## src/rtl/char_seq_pkg.sv

```systemverilog
// Shared types and constants for the character sequencer: FSM state encoding,
// the idle character and the ASCII codes used by the top level and its bench.
package char_seq_pkg;

  typedef enum logic [1:0] {
    ST_IDLE,
    ST_PLAY,
    ST_PAUSE,
    ST_DONE
  } state_e;

  localparam logic [7:0] BLANK_CHAR = 8'h00;

  localparam logic [7:0] CH_A = 8'h41;
  localparam logic [7:0] CH_B = 8'h42;
  localparam logic [7:0] CH_C = 8'h43;
  localparam logic [7:0] CH_Z = 8'h5A;

endpackage

```

## src/rtl/char_seq_if.sv

```systemverilog
// Command/status bundle between the pin-level glue (master) and the character
// sequencer (slave): buffer writes, playback controls and display outputs.
interface char_seq_if #(
  parameter int DEPTH  = 8,
  parameter int CHAR_W = 8
);
  localparam int AW = $clog2(DEPTH);

  logic              wr_en;
  logic [AW-1:0]     wr_addr;
  logic [CHAR_W-1:0] wr_data;
  logic [AW-1:0]     len_m1;
  logic              loop;
  logic [1:0]        dwell_sel;
  logic              start;
  logic              stop;
  logic              pause;
  logic              step;

  logic [CHAR_W-1:0] char_out;
  logic              char_valid;
  logic              busy;
  logic [AW-1:0]     idx;
  logic              done;

  modport master (
    output wr_en, wr_addr, wr_data, len_m1, loop, dwell_sel,
           start, stop, pause, step,
    input  char_out, char_valid, busy, idx, done
  );

  modport slave (
    input  wr_en, wr_addr, wr_data, len_m1, loop, dwell_sel,
           start, stop, pause, step,
    output char_out, char_valid, busy, idx, done
  );

endinterface

```

## src/rtl/tick_prescaler.sv

```systemverilog
// Divides clk down to a one-cycle base tick every TICK_DIV enabled cycles.
// The count freezes while en is low and returns to zero on clr.
module tick_prescaler #(
  parameter int TICK_DIV = 25_000_000
) (
  input  logic clk,
  input  logic rst_n,
  input  logic en,
  input  logic clr,
  output logic tick
);
  localparam int CW = (TICK_DIV > 2) ? $clog2(TICK_DIV) : 1;
  localparam logic [CW-1:0] LAST = CW'(TICK_DIV - 1);

  logic [CW-1:0] cnt_q, cnt_d;

  // NOTE: every variable gets a default first so no path leaves it unassigned (no latch).
  always_comb begin
    cnt_d = cnt_q;
    if (clr) begin
      cnt_d = '0;
    end else if (en) begin
      cnt_d = (cnt_q == LAST) ? '0 : cnt_q + CW'(1);
    end
  end

  assign tick = en && !clr && (cnt_q == LAST);

  // NOTE: state flops use non-blocking assignments so all registers update together.
  always_ff @(posedge clk or negedge rst_n) begin
    if (!rst_n) cnt_q <= '0;
    else        cnt_q <= cnt_d;
  end

endmodule

```

## src/rtl/char_seq_ctrl.sv

```systemverilog
// Plays a programmable buffer of character codes onto a registered output,
// one entry per dwell period, with run/pause/step and loop/one-shot control.
module char_seq_ctrl
  import char_seq_pkg::*;
#(
  parameter int                DEPTH    = 8,
  parameter int                TICK_DIV = 25_000_000,
  parameter int                CHAR_W   = 8,
  parameter logic [CHAR_W-1:0] BLANK    = CHAR_W'(BLANK_CHAR)
) (
  input  logic       clk,
  input  logic       rst_n,
  char_seq_if.slave  bus
);
  localparam int AW = $clog2(DEPTH);

  state_e            state_q, state_d;
  logic [AW-1:0]     idx_q, idx_d;
  logic [AW-1:0]     len_q, len_d;
  logic [1:0]        dwell_q, dwell_d;
  logic [CHAR_W-1:0] mem_q [DEPTH];
  logic [CHAR_W-1:0] mem_d [DEPTH];
  logic [CHAR_W-1:0] char_out_q, char_out_d;
  logic              valid_q, valid_d;
  logic              done_q, done_d;

  logic tick;
  logic presc_en;
  logic presc_clr;
  logic step_ok;
  logic adv;

  // A step only counts when no higher-priority command shares its cycle.
  assign step_ok   = (state_q == ST_PAUSE) && bus.step &&
                     !bus.stop && !bus.start && !bus.pause;
  assign presc_en  = (state_q == ST_PLAY) && !(bus.stop || bus.start || bus.pause);
  assign presc_clr = bus.stop || bus.start || step_ok;

  tick_prescaler #(.TICK_DIV(TICK_DIV)) u_presc (
    .clk   (clk),
    .rst_n (rst_n),
    .en    (presc_en),
    .clr   (presc_clr),
    .tick  (tick)
  );

  always_comb begin
    mem_d = mem_q;
    if (bus.wr_en) mem_d[bus.wr_addr] = bus.wr_data;
  end

  always_comb begin
    state_d = state_q;
    idx_d   = idx_q;
    len_d   = len_q;
    dwell_d = dwell_q;
    adv     = 1'b0;

    if (bus.stop) begin
      state_d = ST_IDLE;
      idx_d   = '0;
      dwell_d = '0;
    end else if (bus.start) begin
      state_d = ST_PLAY;
      len_d   = bus.len_m1;
      idx_d   = '0;
      dwell_d = '0;
    end else if (bus.pause && (state_q == ST_PLAY || state_q == ST_PAUSE)) begin
      state_d = (state_q == ST_PLAY) ? ST_PAUSE : ST_PLAY;
    end else if (step_ok) begin
      adv     = 1'b1;
      dwell_d = '0;
    end else if (state_q == ST_PLAY && tick) begin
      if (dwell_q == bus.dwell_sel) begin
        dwell_d = '0;
        adv     = 1'b1;
      end else begin
        dwell_d = dwell_q + 2'd1;
      end
    end

    if (adv) begin
      if (idx_q < len_q) idx_d = idx_q + AW'(1);
      else if (bus.loop) idx_d = '0;
      else               state_d = ST_DONE;
    end

    done_d     = (state_d == ST_DONE) && (state_q != ST_DONE);
    valid_d    = (state_q != ST_IDLE);
    // Reading the post-write buffer lets a write to the shown entry appear next cycle.
    char_out_d = valid_d ? mem_d[idx_q] : BLANK;
  end

  always_ff @(posedge clk or negedge rst_n) begin
    if (!rst_n) begin
      state_q    <= ST_IDLE;
      idx_q      <= '0;
      len_q      <= '0;
      dwell_q    <= '0;
      char_out_q <= BLANK;
      valid_q    <= 1'b0;
      done_q     <= 1'b0;
    end else begin
      state_q    <= state_d;
      idx_q      <= idx_d;
      len_q      <= len_d;
      dwell_q    <= dwell_d;
      char_out_q <= char_out_d;
      valid_q    <= valid_d;
      done_q     <= done_d;
    end
  end

  // NOTE: the buffer is small and must read as zero after reset, so it is built
  // from resettable flops rather than a RAM macro.
  always_ff @(posedge clk or negedge rst_n) begin
    if (!rst_n) begin
      for (int i = 0; i < DEPTH; i++) mem_q[i] <= '0;
    end else begin
      mem_q <= mem_d;
    end
  end

  assign bus.char_out   = char_out_q;
  assign bus.char_valid = valid_q;
  assign bus.busy       = (state_q == ST_PLAY) || (state_q == ST_PAUSE);
  assign bus.idx        = idx_q;
  assign bus.done       = done_q;

endmodule

```

## src/flat_wrapper.sv

```systemverilog
// flat-port wrapper written by rule: the top's interface ports become plain ports
module char_seq_ctrl_flat import char_seq_pkg::*;
#(
  parameter int                DEPTH    = 8,
  parameter int                TICK_DIV = 25_000_000,
  parameter int                CHAR_W   = 8,
  parameter logic [CHAR_W-1:0] BLANK    = CHAR_W'(BLANK_CHAR)
)
  (clk, rst_n, bus_wr_en, bus_wr_addr, bus_wr_data, bus_len_m1, bus_loop, bus_dwell_sel, bus_start, bus_stop, bus_pause, bus_step, bus_char_out, bus_char_valid, bus_busy, bus_idx, bus_done);
  char_seq_if #(.DEPTH(DEPTH), .CHAR_W(CHAR_W)) bus_i ();
  input  logic clk;
  input  logic rst_n;
  input wire logic [$bits(bus_i.wr_en)-1:0] bus_wr_en;
  input wire logic [$bits(bus_i.wr_addr)-1:0] bus_wr_addr;
  input wire logic [$bits(bus_i.wr_data)-1:0] bus_wr_data;
  input wire logic [$bits(bus_i.len_m1)-1:0] bus_len_m1;
  input wire logic [$bits(bus_i.loop)-1:0] bus_loop;
  input wire logic [$bits(bus_i.dwell_sel)-1:0] bus_dwell_sel;
  input wire logic [$bits(bus_i.start)-1:0] bus_start;
  input wire logic [$bits(bus_i.stop)-1:0] bus_stop;
  input wire logic [$bits(bus_i.pause)-1:0] bus_pause;
  input wire logic [$bits(bus_i.step)-1:0] bus_step;
  output wire logic [$bits(bus_i.char_out)-1:0] bus_char_out;
  output wire logic [$bits(bus_i.char_valid)-1:0] bus_char_valid;
  output wire logic [$bits(bus_i.busy)-1:0] bus_busy;
  output wire logic [$bits(bus_i.idx)-1:0] bus_idx;
  output wire logic [$bits(bus_i.done)-1:0] bus_done;
  assign bus_i.wr_en = bus_wr_en;
  assign bus_i.wr_addr = bus_wr_addr;
  assign bus_i.wr_data = bus_wr_data;
  assign bus_i.len_m1 = bus_len_m1;
  assign bus_i.loop = bus_loop;
  assign bus_i.dwell_sel = bus_dwell_sel;
  assign bus_i.start = bus_start;
  assign bus_i.stop = bus_stop;
  assign bus_i.pause = bus_pause;
  assign bus_i.step = bus_step;
  assign bus_char_out = bus_i.char_out;
  assign bus_char_valid = bus_i.char_valid;
  assign bus_busy = bus_i.busy;
  assign bus_idx = bus_i.idx;
  assign bus_done = bus_i.done;
  char_seq_ctrl #(.DEPTH(DEPTH), .TICK_DIV(TICK_DIV), .CHAR_W(CHAR_W), .BLANK(BLANK)) u_core (.clk(clk), .rst_n(rst_n), .bus(bus_i));
endmodule
```

## config.mk

```make
export PLATFORM = sky130hd
export DESIGN_NAME = char_seq_ctrl_flat
export DESIGN_NICKNAME = d
export VERILOG_FILES = /design/src/rtl/char_seq_pkg.sv /design/src/rtl/char_seq_if.sv /design/src/rtl/tick_prescaler.sv /design/src/rtl/char_seq_ctrl.sv /design/src/flat_wrapper.sv
export SDC_FILE = /design/constraint.sdc
export NUM_CORES = 1
export LEC_CHECK = 0
export ABC_CLOCK_PERIOD_IN_PS = 7070
export BUFFER_PORTS_ARGS = -buffer_cell sky130_fd_sc_hd__buf_2
export CAP_MARGIN = 0
export CORE_MARGIN = 2
export CORE_UTILIZATION = 55
export DETAILED_ROUTE_END_ITERATION = 8
export GPL_ROUTABILITY_DRIVEN = 0
export PLACE_DENSITY = 0.81
export SYNTH_ARGS = -nofsm -noshare
export SYNTH_HDL_FRONTEND = slang
export SYNTH_SLANG_ARGS = --single-unit
```

## constraint.sdc

```tcl
create_clock -name clk -period 7.07 [get_ports clk]
set_clock_uncertainty 0.1 [all_clocks]
set_input_delay 0.3535 -clock clk [delete_from_list [all_inputs] [get_ports clk]]
set_output_delay 0.3535 -clock clk [all_outputs]
set_load 0.01 [all_outputs]
```

# Yosys cells after proc, flatten, opt, wreduce, memory -nomap -nowiden

Index checks and enable logic that the tools add are counted.

Bits in registers: 109
Input bits: 24
Logic and storage cells: 93

$add $sub $neg: 3
Order comparisons: 4
Eq/ne operators: 7
Multiplexer cells: 35
Bitwise gates (word level): 3
Reduce and logical (&&, ||, !) cells: 25

Operators with widths:

| operator              | count |
|---|---|
| $mux 25               | 3 |
| $bwmux 64             | 1 |
| $mux 64               | 1 |
| $mux 8                | 4 |
| $mux 2                | 13 |
| $add 25x1->25 const B | 1 |
| $eq 25x25->1 const B  | 1 |
| $bmux 8 s3            | 1 |
| $demux 8 s3           | 1 |
| $mux 3                | 5 |
| $logic_and 1x1->1     | 11 |
| $ge 4x4->1 const B    | 2 |
| $not 3->4             | 2 |
| $mux 1                | 6 |
| $logic_not 1->1       | 5 |
| $eq 2x2->1 const B    | 2 |
| $logic_or 1x1->1      | 4 |
| $lt 4x1->1 const B    | 1 |
| $reduce_and 2->1      | 2 |
| $reduce_bool 2->1     | 2 |
| $reduce_bool 4->1     | 1 |
| $add 3x1->3 const B   | 1 |
| $lt 3x3->1            | 1 |
| $ne 3x3->1 const B    | 1 |
| other kinds (5)       | 5 |

# Longest topological paths before layout

Depth in word-level cells: 18
Depth in mapped cells: 8

# By module

Synthesis repeated with hierarchy kept, for this count alone.

Cell total of the unflattened synthesis: 473
Area, all modules: 5402.7 sq um

Modules (own cells, without submodules):

| module         | instances | cells an instance | area each (sq um) |
|---|---|---|---|
| char_seq_ctrl  | 1         | 312               | 3970.1 |
| tick_prescaler | 1         | 161               | 1432.6 |

# Worst setup path after synthesis

OpenSTA, ideal clock, no wires.

Path kind: reg-to-reg
Start: register u_core.state_q[1]
End: register u_core.idx_q[0] (netlist: u_core.bus.idx[0])
Library setup time: 0.122 ns
Arrival: 2.279 ns
Required time: 6.848 ns
Path slack: 4.569 ns
Cell stages (with the launch flop): 9
Path buffers: 1
Clock period less this slack: 2.501 ns
Cells stage by stage: dfrtp_1 > inv_1 > ha_1 > or4b_4 > buf_6 > or3_4 > nor4_4 > o21ai_1 > a32o_1

Longest elaborated chain between the ends: 16

RTL lines:

| element                         | line                                     | source |
|---|---|---|
| from (decl)                     | char_seq_ctrl.sv:17                      | `state_e state_q, state_d;` |
| from (signal assigned)          | char_seq_ctrl.sv:104                     | `state_q <= state_d;` |
| $eq 2x2->1                      | char_seq_ctrl.sv:34, char_seq_ctrl.sv:68 |  |
| $logic_and 1x1->1 (2 in series) | char_seq_ctrl.sv:34                      | `assign step_ok = (state_q == ST_PAUSE) && bus.step &&` |
| $logic_and 1x1->1 (2 in series) | char_seq_ctrl.sv:35                      | `!bus.stop && !bus.start && !bus.pause;` |
| $logic_or 1x1->1                | char_seq_ctrl.sv:37                      | `assign presc_clr = bus.stop \|\| bus.start \|\| step_ok;` |
| $logic_not 1->1                 | tick_prescaler.sv:27                     | `assign tick = en && !clr && (cnt_q == LAST);` |
| $logic_and 1x1->1 (2 in series) | tick_prescaler.sv:27                     |  |
| $logic_and 1x1->1               | char_seq_ctrl.sv:73                      | `end else if (state_q == ST_PLAY && tick) begin` |
| $mux 1                          | char_seq_ctrl.sv:73                      |  |
| $mux 1                          | char_seq_ctrl.sv:70                      | `end else if (step_ok) begin` |
| $mux 1 (*)                      | char_seq_ctrl.sv:68                      | `end else if (bus.pause && (state_q == ST_PLAY \|\| state_q == ST_PAUSE)) begin` |
| $mux 1 (*)                      | char_seq_ctrl.sv:63                      | `end else if (bus.start) begin` |
| $mux 1 (*)                      | char_seq_ctrl.sv:59                      | `if (bus.stop) begin` |
| $mux 3 (*)                      | char_seq_ctrl.sv:82                      | `if (adv) begin` |
| via u_core.idx_d[0]             | char_seq_ctrl.sv:18                      | `logic [AW-1:0] idx_q, idx_d;` |
| to (signal assigned)            | char_seq_ctrl.sv:105                     | `idx_q <= idx_d;` |
| to (decl)                       | char_seq_ctrl.sv:18                      |  |

The timed path passes the listed nets; every way through them passes the cells marked *.
A chain may end at the register's enable or synchronous reset.

# Worst setup path after layout

Start: register u_core.u_presc.cnt_q[8]
End: register u_core.dwell_q[0]

Longest elaborated chain between the ends: 5

RTL lines:

| element                     | line                 | source |
|---|---|---|
| from (decl)                 | tick_prescaler.sv:15 | `logic [CW-1:0] cnt_q, cnt_d;` |
| from (signal assigned)      | tick_prescaler.sv:32 | `else cnt_q <= cnt_d;` |
| $eq 25x25->1                | tick_prescaler.sv:27 |  |
| $logic_and 1x1->1           | tick_prescaler.sv:27 |  |
| $logic_and 1x1->1           | char_seq_ctrl.sv:73  |  |
| $reduce_bool 4->1 (no line) | -                    |  |
| $reduce_and 2->1 (no line)  | -                    |  |
| to (signal assigned)        | char_seq_ctrl.sv:107 | `dwell_q <= dwell_d;` |
| to (decl)                   | char_seq_ctrl.sv:20  | `logic [1:0] dwell_q, dwell_d;` |

Every way passes these cells.

==> impl_metrics.yaml <==
critical_path:
  r2r_cells: 5
  path_depth: 5
  cpMaxStageDelayCell: "or3_1"
  worstSetupStartpointType: "flop"
  r2r_slack_ns: 4.28
  crit_required_ns: 7.27
  worstSetupPathType: "flop to flop"
  path_max_fanout: 24
  max_stage_delay_ns: 0.79
  cp-end-kind: "flop"
  crit_family: "simple AND/OR/NAND/NOR gates"
  critPathBufInv: 0
  crit_chain: "nor4b_1, nand4_1, or3_1, or4_1, a21oi_1"
  crit_arrival_ns: 2.99
timing:
  fin_setup_tns_ns: 0
  finalHoldViolCount: 0
  max_slew_margin_pct: 26.8
  maxSlewViolCount: 0
  timing.final.crit_period_ns: 2.79
  fmax_ghz: 0.359
  worst_pin_slew_ns: 1.10
  rsz0062_at_grt: "false"
  setup_violations: 0
  period_share_pct: 39.4
cells_and_area:
  synthToLayoutAreaGrowth_pct: 8.16
  drive_above_1_share_pct: 26.6
  diodes: 0
  final_nets: 562
synth:
  syn_area_per_cell_um2: 11.1
  synth_top_cell_area_share_pct: 48.5
  yosysMostFrequentCell: "dfrtp_1"
  synth_fp_nets: 541
  syn_area_um2: 5630
  synth_edf_count: 0
  synth_ff_type: "dfrtp_1"
  yosys-top-cells-area: "dfrtp_1 (48%), mux2_2 (15%), o22a_1 (2.6%)"
  yosys_warnings: 0
  synth_seq_area_share_pct: 48.5
  ys_ff_latch: 109
  synthTopCellsByCount: "dfrtp_1 (109), mux2_2 (73), nand2_1 (28)"
  syn_inst: 509
  synth_top_cell_by_area: "dfrtp_1"
  ys_async_sr_fraction_pct: 100
  synth_cell_types: 57
clock_tree:
  cts_tree: "done"
  clkLatencyLatePin_ns: 0.38
  cts_resized: 0
  root_buffer: "clkbuf_8"
  cts_buffers: 9
  path_clk_slew_ns: 0.10
  cts_setup_buffers: 0
  htreeDepth: 3
  clockBufferDepth: 2
  clock_sinks: 109
  hold_buffers: 1
global_route:
  grt.overflow.total: 0
  antenna_found_initial: 0
  grt_max_degree: 60
  grt_first_pass_wirelength_mm: 21.1
  track_usage_pct: 23.8
  grt_pass1_vias: 4170
power_and_ir_drop:
  power.leakage_nw: 2.52
  power_mw: 1.32
  p_per_area_nw_per_um2: 216
  vdd_ir_drop_max_mv: 0.0975
floorplanning:
  die-area_um2: 11100
  core_area_um2: 9860
  dieWidth_um: 105
  rows: 36
  die_h_um: 105
  initial_core_util_pct: 57.1
  pin_count: 38
detailed_routing:
  drt_iter0_markers: 449
  drc_errors: 0
  vias_per_cell: 6.39
  wl_per_cell_um: 18.9
  via_count: 4265
  drtAntennaViolNets: 0
  totalWireLength_mm: 12.6
  first_pass_iters: 5
placed_design:
  dp_hpwl_mm: 8.40
  io_buffers: 37
outcome:
  status: "completed"
hold_path:
  hold_path_depth: 3
  hold_path_class: "input port to flop"
run:
  drv_cap: 0
power breakdown:
group	internal (mW)	switching (mW)
Sequential	0.711	0.0349
Clock	0.146	0.208
Combinational	0.111	0.106
Total	0.967	0.348
worst register-to-register path, delay by kind of cell (launching register included):
family | cells | cell delay [ns]
AO/OA/AOI/OAI | 1 | 0.16
AND/OR/NAND/NOR | 4 | 1.99
flip-flops | 1 | 0.45
placed cells by master (no fill, tap or decap), drive strengths merged, types with 13 or more instances in the layout:
cell	netlist	final
buf	8	44
inv	13	13
o21ai	24	24
nand3	15	15
a31oi	17	17
dfrtp	109	109
nor2	23	23
o22a	17	17
nand2	29	29
mux2	73	73
mux2i	13	13
registers in the layout, summed over array words and instances (netlist names):
name and cells:
u_core.bus.done 1, u_core.len_q 3, u_core.dwell_q 2, u_core.mem_q 64
u_core.u_presc.cnt_q 25, u_core.bus.idx 3, u_core.bus.char_out 8, u_core.state_q 2
u_core.bus.char_valid 1
stage by stage:
stage | hold slack [ns] | worst slack [ns] | utilization [%] | instances | area [um2]
final | 0.0746 | 4.28 | 61.7 | 667 | 6090
after detailed placement | 0.310 | 4.34 | 59.8 | 651 | 5900
after global placement | 0.300 | 4.41 | 59.8 | 651 | 5900
after floorplan | -0.0421 | 4.57 | - | 509 | 5630
after CTS | 0.0679 | 4.32 | 61.7 | 667 | 6090
after global routing | 0.0832 | 4.10 | 61.7 | 667 | 6090
cells by family after synthesis:
logic type               count (synthesis)  share of synthesized area [%]
AO/OA/AOI/OAI                          110                           13.9
XOR/XNOR                                 4                          0.622
adder cells (fa/ha/maj)                  8                           1.78
buffers and inverters                   48                           3.47
flip-flops                             109                           48.5
multiplexers                            86                           16.9
AND/OR/NAND/NOR                        144                           14.9
layout make-up:
cell class,count,area (um2)
Clock inverter,3,21.3
Clock buffer,12,155
Fill cell,750,3780
Sequential cell,109,2730
Multi-Input combinational cell,352,2720
Inverter,13,48.8
Timing Repair Buffer,45,250
Tap cell,133,166
path summary, 6_finish.rpt:
check | start | endpoint
max | u_core.u_presc.cnt_q[8] | u_core.dwell_q[0]
max reg2reg | u_core.u_presc.cnt_q[8] | u_core.dwell_q[0]
min reg2reg | u_core.mem_q[19] | u_core.mem_q[19]
max in group asynchronous | rst_n | u_core.mem_q[3]
min in group asynchronous | rst_n | u_core.u_presc.cnt_q[4]
min | bus_len_m1[1] | u_core.len_q[1]
per-layer routing:
layer | up-vias | global-route usage [%] | wire [um] | share of wire [%]
met5 | - | 0 | 0 | 0
met4 | 0 | 7.14 | 141 | 1.1
met3 | 16 | 4.80 | 748 | 5.9
met2 | 147 | 35.9 | 5860 | 46
met1 | 2142 | 34.8 | 5860 | 47
li1 | 1960 | - | - | -
(Power assumes the default switching activity.)
